==> src/rtl/rt_jtag_tap_sampled.sv <==
// rt_jtag_tap_sampled
// Oversampled IEEE 1149.1 TAP responder. The JTAG pins are synchronised into
// clk_i and TCK is edge-detected, so the whole TAP runs on the system clock.
// It provides the 16-state TAP controller, a 5-bit IR, an IDCODE DR, BYPASS,
// and a USER DR with a capture/update handshake toward on-chip logic.
//
// Ports
//   clk_i          system clock
//   rst_ni         synchronous active-low reset
//   jtag_tck_i     asynchronous TCK pin
//   jtag_tms_i     asynchronous TMS pin
//   jtag_tdi_i     asynchronous TDI pin
//   jtag_trst_ni   asynchronous TRST pin, active low
//   jtag_td_o      TDO, changes only on a detected TCK falling edge
//   jtag_td_oe_o   TDO enable, high while in Shift-IR / Shift-DR
//   ir_o           current instruction register
//   user_rdata_i   data captured into the USER DR
//   user_capture_o one-cycle pulse when a USER capture happens
//   user_wdata_o   USER DR contents latched at update
//   user_wvalid_o  one-cycle pulse when a USER update happens
module rt_jtag_tap_sampled #(
  parameter int DATA_W = 32
) (
  input  logic              clk_i,
  input  logic              rst_ni,
  input  logic              jtag_tck_i,
  input  logic              jtag_tms_i,
  input  logic              jtag_tdi_i,
  input  logic              jtag_trst_ni,
  output logic              jtag_td_o,
  output logic              jtag_td_oe_o,
  output logic [4:0]        ir_o,
  input  logic [DATA_W-1:0] user_rdata_i,
  output logic              user_capture_o,
  output logic [DATA_W-1:0] user_wdata_o,
  output logic              user_wvalid_o
);

  localparam logic [31:0] IDCODE    = 32'h2495_11C3;
  localparam logic [4:0]  IR_IDCODE = 5'h01;
  localparam logic [4:0]  IR_USER   = 5'h10;

  // Standard 1149.1 state encoding
  localparam logic [3:0] TLR      = 4'hF;
  localparam logic [3:0] RTI      = 4'hC;
  localparam logic [3:0] SEL_DR   = 4'h7;
  localparam logic [3:0] CAP_DR   = 4'h6;
  localparam logic [3:0] SHIFT_DR = 4'h2;
  localparam logic [3:0] EXIT1_DR = 4'h1;
  localparam logic [3:0] PAUSE_DR = 4'h3;
  localparam logic [3:0] EXIT2_DR = 4'h0;
  localparam logic [3:0] UPD_DR   = 4'h5;
  localparam logic [3:0] SEL_IR   = 4'h4;
  localparam logic [3:0] CAP_IR   = 4'hE;
  localparam logic [3:0] SHIFT_IR = 4'hA;
  localparam logic [3:0] EXIT1_IR = 4'h9;
  localparam logic [3:0] PAUSE_IR = 4'hB;
  localparam logic [3:0] EXIT2_IR = 4'h8;
  localparam logic [3:0] UPD_IR   = 4'hD;

  logic tck_p0, tck_p1, tck_p2;
  logic tms_p0, tms_p1;
  logic tdi_p0, tdi_p1;
  logic trst_n_p0, trst_n_p1;

  logic              tck_rise, tck_fall;
  logic [3:0]        state, state_nxt;
  logic [4:0]        ir_sr;
  logic [31:0]       id_sr;
  logic              byp_sr;
  logic [DATA_W-1:0] user_sr;
  logic              sel_user, sel_id, dr_lsb;
  logic              enter_cap_dr, enter_upd_dr;

  // Stage p0/p1: two-flop synchronisers; tck_p2 is the extra TCK delay flop.
  // TRST comes out of reset asserted so the TAP stays in TLR until the pin
  // has been sampled.
  always_ff @(posedge clk_i) begin
    if (!rst_ni) begin
      tck_p0    <= 1'b0;
      tck_p1    <= 1'b0;
      tck_p2    <= 1'b0;
      trst_n_p0 <= 1'b0;
      trst_n_p1 <= 1'b0;
    end else begin
      tck_p0    <= jtag_tck_i;
      tck_p1    <= tck_p0;
      tck_p2    <= tck_p1;
      trst_n_p0 <= jtag_trst_ni;
      trst_n_p1 <= trst_n_p0;
    end
  end

  always_ff @(posedge clk_i) begin
    tms_p0 <= jtag_tms_i;
    tms_p1 <= tms_p0;
    tdi_p0 <= jtag_tdi_i;
    tdi_p1 <= tdi_p0;
  end

  assign tck_rise = tck_p1 & ~tck_p2;
  assign tck_fall = ~tck_p1 & tck_p2;

  always_comb begin
    state_nxt = state;
    unique case (state)
      TLR:      state_nxt = tms_p1 ? TLR      : RTI;
      RTI:      state_nxt = tms_p1 ? SEL_DR   : RTI;
      SEL_DR:   state_nxt = tms_p1 ? SEL_IR   : CAP_DR;
      CAP_DR:   state_nxt = tms_p1 ? EXIT1_DR : SHIFT_DR;
      SHIFT_DR: state_nxt = tms_p1 ? EXIT1_DR : SHIFT_DR;
      EXIT1_DR: state_nxt = tms_p1 ? UPD_DR   : PAUSE_DR;
      PAUSE_DR: state_nxt = tms_p1 ? EXIT2_DR : PAUSE_DR;
      EXIT2_DR: state_nxt = tms_p1 ? UPD_DR   : SHIFT_DR;
      UPD_DR:   state_nxt = tms_p1 ? SEL_DR   : RTI;
      SEL_IR:   state_nxt = tms_p1 ? TLR      : CAP_IR;
      CAP_IR:   state_nxt = tms_p1 ? EXIT1_IR : SHIFT_IR;
      SHIFT_IR: state_nxt = tms_p1 ? EXIT1_IR : SHIFT_IR;
      EXIT1_IR: state_nxt = tms_p1 ? UPD_IR   : PAUSE_IR;
      PAUSE_IR: state_nxt = tms_p1 ? EXIT2_IR : PAUSE_IR;
      EXIT2_IR: state_nxt = tms_p1 ? UPD_IR   : SHIFT_IR;
      UPD_IR:   state_nxt = tms_p1 ? SEL_DR   : RTI;
      default:  state_nxt = TLR;
    endcase
  end

  // Undefined opcodes fall through to BYPASS
  assign sel_user = (ir_o == IR_USER);
  assign sel_id   = (ir_o == IR_IDCODE);
  assign dr_lsb   = sel_user ? user_sr[0] : (sel_id ? id_sr[0] : byp_sr);

  // DR capture and update happen on the rising edge that enters the state,
  // so the handshake pulse lands the cycle right after that edge
  assign enter_cap_dr = (state == SEL_DR) && !tms_p1;
  assign enter_upd_dr = ((state == EXIT1_DR) || (state == EXIT2_DR)) && tms_p1;

  // Stage p2: TAP state, IR/DR shift registers, handshake and TDO
  always_ff @(posedge clk_i) begin
    if (!rst_ni) begin
      state          <= TLR;
      ir_o           <= IR_IDCODE;
      ir_sr          <= '0;
      id_sr          <= '0;
      byp_sr         <= 1'b0;
      user_sr        <= '0;
      user_wdata_o   <= '0;
      user_capture_o <= 1'b0;
      user_wvalid_o  <= 1'b0;
      jtag_td_o      <= 1'b0;
      jtag_td_oe_o   <= 1'b0;
    end else if (!trst_n_p1) begin
      state          <= TLR;
      ir_o           <= IR_IDCODE;
      user_capture_o <= 1'b0;
      user_wvalid_o  <= 1'b0;
      jtag_td_o      <= 1'b0;
      jtag_td_oe_o   <= 1'b0;
    end else begin
      user_capture_o <= 1'b0;
      user_wvalid_o  <= 1'b0;
      if (tck_rise) begin
        state <= state_nxt;
        case (state)
          CAP_IR:   ir_sr <= 5'b00001;
          SHIFT_IR: ir_sr <= {tdi_p1, ir_sr[4:1]};
          UPD_IR:   ir_o  <= ir_sr;
          SHIFT_DR: begin
            if (sel_user)    user_sr <= {tdi_p1, user_sr[DATA_W-1:1]};
            else if (sel_id) id_sr   <= {tdi_p1, id_sr[31:1]};
            else             byp_sr  <= tdi_p1;
          end
          default: ;
        endcase
        if (enter_cap_dr) begin
          if (sel_user) begin
            user_sr        <= user_rdata_i;
            user_capture_o <= 1'b1;
          end else if (sel_id) begin
            id_sr <= IDCODE;
          end else begin
            byp_sr <= 1'b0;
          end
        end
        if (enter_upd_dr && sel_user) begin
          user_wdata_o  <= user_sr;
          user_wvalid_o <= 1'b1;
        end
      end
      if (tck_fall) begin
        jtag_td_oe_o <= (state == SHIFT_IR) || (state == SHIFT_DR);
        if (state == SHIFT_IR)      jtag_td_o <= ir_sr[0];
        else if (state == SHIFT_DR) jtag_td_o <= dr_lsb;
        else                        jtag_td_o <= 1'b0;
      end
    end
  end

endmodule

==> config.mk <==
export PLATFORM = sky130hd
export DESIGN_NAME = rt_jtag_tap_sampled
export DESIGN_NICKNAME = d
export VERILOG_FILES = /design/src/rtl/rt_jtag_tap_sampled.sv
export SDC_FILE = /design/constraint.sdc
export NUM_CORES = 1
export LEC_CHECK = 0
export ABC_CLOCK_PERIOD_IN_PS = 2990
export BUFFER_PORTS_ARGS = -buffer_cell sky130_fd_sc_hd__buf_4
export CAP_MARGIN = 10
export CORE_MARGIN = 2
export CORE_UTILIZATION = 60
export DETAILED_ROUTE_END_ITERATION = 10
export HOLD_SLACK_MARGIN = 0.1
export PLACE_DENSITY = 0.84
export RECOVER_POWER = 50
export SLEW_MARGIN = 10
export SYNTH_ARGS = -nofsm -noshare
export SYNTH_HDL_FRONTEND = slang
export SYNTH_SLANG_ARGS = --single-unit
==> constraint.sdc <==
create_clock -name clk_i -period 2.99 [get_ports clk_i]
set_input_delay 0.299 -clock clk_i [delete_from_list [all_inputs] [get_ports clk_i]]
set_output_delay 0.299 -clock clk_i [all_outputs]
set_load 0.05 [all_outputs]
==> impl_metrics.toml, run 1 <==
[outcome]
result_of_the_run = "complete, no violations"

[synthesis]
syn_nets = 544
post_synth.cell_area_avg_um2 = 9.69
ys_async_sr_fraction_pct = 0
ys.warnings.count = 0
synth_sequential_area_ratio_pct = 50.7
syn-cell-area_um2 = 4900
synthTopCellsByArea = "dfxtp_1 51%, o221a_1 9.0%, nand2_1 5.9%"
synthFlopType = "dfxtp_1"
syn_inst = 506
cell_type_contributing_the_most_total_cell_area_after_synthesis = "dfxtp_1"
post-synth-top-area-fraction_pct = 50.7
synth-seq-cells = 124
synth_enable_flop_cells = 0
synth.top_cells.by_count = "124 x dfxtp_1, 77 x nand2_1, 39 x o221a_1"
synth.most_common_cell = "dfxtp_1"
ys_types = 52

[flow_run]
cap_violations = 0

[pwr]
power_mw = 3.94
power_per_cell_area_nw_per_um2 = 665
cellLeakagePower_nw = 2.03
ir_drop_mv = 0.521

[timing]
maxSlewHeadroom_pct = 29.6
final_hold_viol_count = 0
fin_worst_skew_ns = 0.00716
report.final.slew_viol_count = 0
finalSetupTns_ns = 0
final-setup-viol-count = 0
grt_setup_unrepaired = "false"
tightestPinTransition_ns = 1.06
achievable-frequency_ghz = 0.453
final_period_utilization_pct = 73.9
fin_crit_ns = 2.21

[min_path]
hold_class = "in2reg"
worst_hold_path.num_cells = 3

[clock_network]
clock_sinks = 124
cts_tree = "yes"
cts_max_path_buffers = 2
clk_pin_slew_worst_setup_hold_paths_ns = 0.06
clockRootBuffer = "clkbuf_8"
numCtsBuffers = 17
post_cts_buffers = 0
cts-htree-levels = 4
clkLatencyLatePin_ns = 0.51

[drt]
detail_route.iter0.violations = 260
detailroute.via_count = 4038
dr.pass1.iters = 5
wl_per_cell_um = 15.8
drc_violations_left = 0
met3_wirelength_um = 596
via_per_inst = 5.92
route.top_layer_used = "met4"
antenna_violating_nets_post_route = 0
route.met2.wl_um = 5270
wl_um = 10800
m1WireLength_um = 4760

[setup_path]
type_of_element_capturing_the_critical_path = "flip-flop"
timing.critical_path.slowest_cell_delay_ns = 0.61
critical-path-top-delay-family = "simple AND/OR/NAND/NOR gates"
ff2ff_path_depth = 5
critPathKind = "reg2reg"
path_depth = 5
worst-endpoint-arrival_ns = 2.56
cp_max_fo = 65
worstSetupStartpointType = "flip-flop"
critical_path_required_ns = 3.34
crit_path_cell_trace = "nor4b_1 > nand4_1 > clkbuf_2 > nand3_1 > o21ai_0"
slowest_stage = "clkbuf_2"
ff2ff_setup_slack_ns = 0.78
cp.buffers_inverters = 1

[cells_and_area]
design.final.nets = 605
antennaDiodeCount = 0
layout_cells_sized_above_1_pct = 15.7
syn2layout_area_growth_pct = 21.0

[floorplanning]
dieHeight_um = 94.4
fp-row-count = 32
die_area_um2 = 8910
die-width_um = 94.4
floorplan.io_pins = 79
placeableCoreArea_um2 = 7810
floorplan.initialDensity_pct = 62.8

[grt]
grt_pass1_vias = 3854
globalRouteTotalUtil_pct = 25.1
pin_count_of_the_biggest_net_entering_global_routing = 68
grt_antenna_before_repair = 0
overflow = 0
global_route_wire_length_before_repair_um = 17800

[place]
place.detailed.hpwl_um = 6530
io_buffer_count = 78
gp_congestion = 0.801
[power breakdown]
| group | internal [mW] | switching (mW) |
|---|---|---|
| Combinational | 0.0425 | 0.0457 |
| Clock | 1.46 | 0.729 |
| Sequential | 1.66 | 0.00548 |
| Total | 3.16 | 0.780 |
[layout make-up]
cell class / instances / area (µm²)
fillers: 551 / 1880
repair buffers: 89 / 522
flip-flops and latches: 124 / 2480
well taps: 102 / 128
clock inverters: 14 / 216
clock buffers: 18 / 428
multi-input cells: 332 / 2140
inverters: 3 / 11.3
[cell families (layout without fill, tap and decap cells)]
| group | count (synthesis) | count (layout) | synth area share, % |
|---|---|---|---|
| xor gates and xnor gates | 1 | 1 | 0.179 |
| buffers and inverters | 50 | 124 | 5.51 |
| DFF | 124 | 124 | 50.7 |
| muxes | 11 | 11 | 2.25 |
| AOI/OAI and AO/OA | 152 | 152 | 24.2 |
| and+or+nand+nor | 168 | 168 | 17.2 |
[cell usage in the layout (no fill, tap or decap), types with 2 or more instances in the layout]
cell type      count
o2111ai_1          2
o221a_1           39
bufinv_16          5
clkbuf_4           4
and2_1             5
o21ai_1            2
clkbuf_16         16
nor2b_1            9
nand2_1           77
and4_1             2
dlygate4sd3_1      4
clkinv_4           4
nand3_1           36
o21ai_0           37
o32ai_1            2
clkbuf_1          41
nor3_1             2
buf_4             39
a21oi_1           28
clkinv_2           3
nand2b_1           2
o22a_1            31
clkbuf_8           2
and3b_1            2
inv_1              2
dfxtp_1          124
nor2_1            16
o221a_2            4
mux2i_1           11
[routing by layer]
metal | vias up | track usage [%]
met3 | 17 | 6.86
met1 | 1920 | 31.8
met2 | 117 | 41.7
li1 | 1984 | -
met4 | 0 | 8.57
met5 | - | 0
[per-stage QoR]
step           util, %  cells  worst slack, ns  hold slack (ns)  area [µm²]
6_report          75.9    682            0.781            0.182        5930
5_1_grt           75.9    682            0.542            0.185        5930
4_1_cts           78.0    682            0.802            0.168        6090
3_5_place_dp      69.3    646            0.829            0.312        5410
3_3_place_gp      69.3    646            0.905            0.310        5410
2_1_floorplan        -    506             1.27            0.310        4900
[path summary, 6_finish.rpt]
kind	from	endpoint
setup reg to reg	state[2]	user_wdata_o[14]
hold reg to reg	tms_p0	tms_p1
hold / removal	user_rdata_i[25]	user_sr[25]
setup / recovery	state[2]	user_wdata_o[14]
[flip-flops by register name, summed over array words and instances (netlist names), 4 cells and up]
register      flops
id_sr            32
user_sr          32
user_wdata_o     32
ir_o              5
ir_sr             5
state             4
[worst register-to-register path, stage by stage (launching register included)]
cell and delay [ns]:
dfxtp_1 0.48, nor4b_1 0.41, nand4_1 0.13, clkbuf_2 0.61, nand3_1 0.31, o21ai_0 0.11
[repair_timing]
item                                    4_1_cts  5_1_grt
endpoints found under the setup margin        0        0
hold buffers                                  4        0
endpoints found under the hold margin         4        0
resized for setup                             0        0
Note: power is estimated with default switching activity, not from simulation.
==> run 2: changes to the inputs <==
Settings changed: ABC_AREA set to 1, ABC_CLOCK_PERIOD_IN_PS 2990 to 2250, CORE_UTILIZATION 60 to 57, PLACE_DENSITY 0.84 to 0.8.
Clock period 2.99 ns to 2.25 ns, I/O delays scaled along.
==> run 2 against run 1 <==
  * Hold slack got worse by 0.052 ns
  * Clock skew about the same
  * Sequential share of layout area decreased by 2.8 points
  * Non-clock buffer count increased by 7
  * Combinational power increased by 56%
  * Critical endpoint is now user_wvalid_o
  * Synthesized cell count increased by 52%
  * Cell area increased by 7.2%
  * Critical path type is now in2reg
==> impl_metrics.toml, run 2 <==
[cells_and_area]
filler_cell_count = 765
post_layout_utilization_of_the_core_pct = 69.8
layout_cells_sized_above_1_pct = 11.4
antennaDiodeCount = 0
final_common_cell = "nand2_1"
layout_common_cells = "234 x nand2_1, 141 x nor2_1, 124 x dfxtp_1"
syn2layout_area_growth_pct = 20.5
layout_top_registers = "id_sr: 32 flops, user_sr: 32 flops, user_wdata_o: 32 flops"
design.final.nets = 883

[setup_path]
critPathKind = "in2reg"
worstSetupStartpointType = "input port"
worst-endpoint-arrival_ns = 2.46
type_of_element_capturing_the_critical_path = "flip-flop"
critical_path_required_ns = 2.65
cp_max_fo = 18

[outcome]
result_of_the_run = "complete, no violations"

[synthesis]
synthFlopType = "dfxtp_1"
syn_nets = 808
ys.warnings.count = 0
synth_enable_flop_cells = 0
cell_type_contributing_the_most_total_cell_area_after_synthesis = "dfxtp_1"
ys_types = 29
post_synth.cell_area_avg_um2 = 6.85
synth.most_common_cell = "nand2_1"
syn-cell-area_um2 = 5280
ys_async_sr_fraction_pct = 0
synthTopCellsByArea = "dfxtp_1 47%, nand2_1 17%, nor2_1 10%"
post-synth-top-area-fraction_pct = 47.0
syn_inst = 770
synth-seq-cells = 124
synth.top_cells.by_count = "234 x nand2_1, 141 x nor2_1, 124 x dfxtp_1"
synth_sequential_area_ratio_pct = 47.0

[clock_network]
cts-htree-levels = 4
cts_tree = "yes"
post_cts_buffers = 0
clock_sinks = 124
clk_pin_slew_worst_setup_hold_paths_ns = 0.06
clockRootBuffer = "clkbuf_8"
numCtsBuffers = 17
clkLatencyLatePin_ns = 0.52
cts_resized = 0
cts_max_path_buffers = 2

[grt]
global_route_wire_length_before_repair_um = 19800
groute.layer.met2.usage_pct = 42.4
overflow = 0
most_used_layer_global_route = "met2"
pin_count_of_the_biggest_net_entering_global_routing = 66
grt_pass1_vias = 4540
met1_usage_pct = 29.0
globalRouteTotalUtil_pct = 24.7
grt_antenna_before_repair = 0
met3_layer_usage_reported_by_global_route_pct = 5.78

[pwr]
ir_drop_mv = 0.513
cellLeakagePower_nw = 2.72
power_per_cell_area_nw_per_um2 = 801

[floorplanning]
dieHeight_um = 100
fp-row-count = 35
placeableCoreArea_um2 = 9110
floorplan.initialDensity_pct = 57.9
die_area_um2 = 10000
die-width_um = 100
floorplan.io_pins = 79

[flow_run]
cap_violations = 0

[timing]
fin_crit_ns = 2.06
final_period_utilization_pct = 91.6
tightestPinTransition_ns = 0.865
maxSlewHeadroom_pct = 42.3
final_hold_viol_count = 0
grt_setup_unrepaired = "false"
achievable-frequency_ghz = 0.485
finalSetupTns_ns = 0
fin_worst_skew_ns = 0.00685
final-setup-viol-count = 0
report.final.slew_viol_count = 0

[drt]
antenna_violating_nets_post_route = 0
via_per_inst = 5.08
wl_um = 11800
dr.pass1.iters = 5
drc_violations_left = 0
detailroute.via_count = 4922
detail_route.iter0.violations = 229
wl_per_cell_um = 12.2

[place]
place.detailed.hpwl_um = 7520
io_buffer_count = 78
gp_congestion = 0.801

[min_path]
hold_class = "in2reg"
==> run 2: changes by cell type in the layout (fill, tap and decap cells not counted), sizes merged, moves of 4 or more <==
cell	previous run	this run
buf	39	43
mux2i	11	0
and2	5	0
dlygate4sd3	4	8
nor2b	9	0
nand3	37	53
a21oi	28	33
inv	3	71
o221a	43	0
nor2	18	148
nand2	78	239
o22a	31	0
==> run 2: path summary, 6_finish.rpt <==
check             depth (start not counted)  slack [ns]              from       endpoint
setup / recovery                          4        0.19            rst_ni  user_wvalid_o
hold / removal                            7        0.13  user_rdata_i[17]    user_sr[17]
setup reg to reg                          8        0.28          state[2]     user_sr[3]
hold reg to reg                           0        0.33            tdi_p0         tdi_p1
==> run 2: cells by family (layout without fill, tap and decap cells) <==
group           count (synthesis)  after routing  share of synthesized area, %
flops                         124            124                          47.0
simple gates                  450            450                          35.0
buf+inv                       112            200                          9.46
compound gates                 84             84                          8.54
==> run 2: per-stage QoR <==
stage	hold WS [ns]	total power [mW]	instances	cell area (µm²)	worst slack [ns]
2_1_floorplan	0.253	2.32	770	5280	0.476
3_3_place_gp	0.314	2.38	929	5850	0.424
3_5_place_dp	0.319	2.39	929	5850	0.376
4_1_cts	0.102	5.12	969	6520	0.360
5_1_grt	0.146	5.23	969	6360	0.103
6_report	0.130	5.09	969	6360	0.190
==> run 2: cell type report <==
| cell class | count | area [µm²] | area share, % |
|---|---|---|---|
| inverters | 72 | 270 | 4.25 |
| well taps | 111 | 139 | 2.18 |
| flip-flops and latches | 124 | 2480 | 39.0 |
| multi-input cells | 534 | 2290 | 36.0 |
| repair buffers | 96 | 581 | 9.13 |
| clock buffers | 19 | 422 | 6.63 |
| clock inverters | 13 | 174 | 2.74 |
==> run 2: report_power, final <==
group	internal, mW	leakage (nW)	total (mW)	switching [mW]
Combinational	0.0687	1.43	0.138	0.0692
Clock	1.79	0.291	2.74	0.959
Sequential	2.20	1.00	2.21	0.00610
Total	4.06	2.72	5.09	1.03
==> run 2: what timing repair did <==
action / in CTS / in global routing
hold endpoints to repair: 18 / 0
setup endpoints to repair: 0 / 0
hold buffers: 8 / 0
==> run 2: routing by layer <==
layer  part of all wire [%]  routed length [µm]
met1                     42                4990
met2                     50                5920
met3                    5.5                 654
met4                    2.4                 286
met5                      0                   0
==> run 2: worst max-delay path: stages <==
cell	delay, ns
dlygate4sd3_1	0.53
clkbuf_1	0.65
clkinv_1	0.57
nor4_1	0.47
==> run 3: changes to the inputs <==
Settings changed: ABC_AREA 1 to 0, CORE_UTILIZATION 57 to 56, PLACE_DENSITY 0.8 to 0.79.
==> run 3 against run 2 <==
  * First-iteration DRC count decreased by 13%
  * Combinational power about the same
  * Sequential cell count unchanged
  * Clock power rose by 6%
  * Power up 3.1%
  * Sequential power barely moved
  * Clock skew is essentially flat
  * Register-to-register slack better by 0.02 ns
  * Worst setup slack gained 0.11 ns
  * Core utilization increased by 1.3 points
  * Critical endpoint is now user_sr[0]
==> impl_metrics.toml, run 3 (same netlist as run 1, synthesis figures left out) <==
[cells_and_area]
design.final.nets = 620
post_layout_utilization_of_the_core_pct = 71.1
filler_cell_count = 677
syn2layout_area_growth_pct = 24.7
layout_top_registers = "id_sr: 32 flops, user_sr: 32 flops, user_wdata_o: 32 flops"
layoutNonFillerInstCount = 703
antennaDiodeCount = 0
final_common_cell = "dfxtp_1"
layout_cells_sized_above_1_pct = 16.0
layout_common_cells = "124 x dfxtp_1, 77 x nand2_1, 43 x clkbuf_1"

[setup_path]
type_of_element_capturing_the_critical_path = "flip-flop"
critical_path_required_ns = 2.66
worst-endpoint-arrival_ns = 2.35
crit_path_cell_trace = "and3b_1 > nand3_2 > clkbuf_2 > o221a_2"
worstSetupStartpointType = "flip-flop"
cp_max_fo = 33
critPathKind = "reg2reg"
timing.critical_path.slowest_cell_delay_ns = 0.45
slowest_stage = "clkbuf_2"

[timing]
achievable-frequency_ghz = 0.514
final_hold_viol_count = 0
maxSlewHeadroom_pct = 54.4
fin_worst_skew_ns = 0.00671
grt_setup_unrepaired = "false"
finalSetupTns_ns = 0
final-setup-viol-count = 0
report.final.slew_viol_count = 0
fin_crit_ns = 1.95
tightestPinTransition_ns = 0.685
final_period_utilization_pct = 86.5

[floorplanning]
fp-row-count = 34
die-width_um = 97.6
dieHeight_um = 97.6
die_area_um2 = 9520
floorplan.initialDensity_pct = 57.0
floorplan.io_pins = 79
placeableCoreArea_um2 = 8590

[pwr]
ir_drop_mv = 0.532
sequentialPowerShare_pct = 42.1
power_share_of_the_combinational_group_pct = 2.6
internal_power_mw = 4.19
cellLeakagePower_nw = 2.10
p_sw_share_pct = 20.1
power.clock.fraction_pct = 55.3
power_per_cell_area_nw_per_um2 = 859
power_mw = 5.25
switching_power_mw = 1.06

[clock_network]
post_cts_buffers = 0
cts_resized = 0
clk_pin_slew_worst_setup_hold_paths_ns = 0.06
clockRootBuffer = "clkbuf_8"
numCtsBuffers = 17
postCtsHoldBufs = 15
clock_sinks = 124
clkLatencyLatePin_ns = 0.52
cts_tree = "yes"
cts_max_path_buffers = 2
cts-htree-levels = 4

[drt]
wl_um = 10900
via_per_inst = 5.82
dr.pass1.iters = 5
drc_violations_left = 0
antenna_violating_nets_post_route = 0
detailroute.via_count = 4092
detail_route.iter0.violations = 199
wl_per_cell_um = 15.5

[place]
io_buffer_count = 78
place.detailed.hpwl_um = 6630
gp_congestion = 0.872
dp.cells = 656

[grt]
grt_pass1_vias = 3723
globalRouteTotalUtil_pct = 23.1
global_route_wire_length_before_repair_um = 17900
overflow = 0
grt_antenna_before_repair = 0
pin_count_of_the_biggest_net_entering_global_routing = 70

[flow_run]
cap_violations = 0

[min_path]
hold_class = "in2reg"

[outcome]
result_of_the_run = "complete, no violations"
-- run 3: cell types whose count changed in the layout (fill, tap and decap cells not counted), moves of 7 or more --
cell and delta:
o221a_1 +39, o21ai_1 -21, inv_1 -61, inv_2 -8
o22a_1 +31, nand3_1 -17, nand2_1 -157, o21ai_0 +17
dlygate4sd3_1 +7, nor2_1 -125, mux2i_1 +11, nor2b_1 +9
-- run 3: final timing paths --
kind	startpoint	end	slack, ns	cells after the start
max	tck_p1	user_sr[0]	0.30	4
max reg2reg	tck_p1	user_sr[0]	0.30	4
min reg2reg	tms_p0	tms_p1	0.33	0
min	user_rdata_i[24]	user_sr[24]	0.11	3
-- run 3: power groups by stage --
stage / Combinational, mW / Clock (mW) / Sequential (mW)
after CTS: 0.138 / 2.93 / 2.21
after detailed placement: 0.116 / 0 / 2.26
after floorplan: 0.0528 / 0 / 2.25
after global routing: 0.148 / 3.04 / 2.21
final: 0.137 / 2.90 / 2.21
after global placement: 0.116 / 0 / 2.26
-- run 3: routing by layer --
metal	wire length [µm]	global-route usage [%]
met4	190	8.12
met5	0	0
met3	675	7.63
met1	4800	29.7
met2	5250	36.6
-- run 3: stage by stage --
stage,cell area [µm²],hold WS [ns],worst slack (ns)
final,6110,0.108,0.305
after floorplan,4900,0.253,0.531
after detailed placement,5480,0.315,0.461
after global placement,5480,0.310,0.519
after global routing,6110,0.105,0.200
after CTS,6270,0.101,0.392
-- run 3: critical path: cells and delay by family (launching register included) --
kind                   cells  cell delay, ns
AND/OR/NAND/NOR            2            0.55
buffers and inverters      1            0.45
flip-flops                 1            0.44
AO/OA/AOI/OAI              1            0.39
-- run 3: cell type report --
type	instances	area, µm²	share of cell area [%]
timing repair buffer	104	696	11.4
sequential	124	2480	40.6
clock inverter	14	219	3.58
tap	108	135	2.21
clock buffer	18	418	6.84
multi-input combinational	332	2150	35.2
inverter	3	11.3	0.184
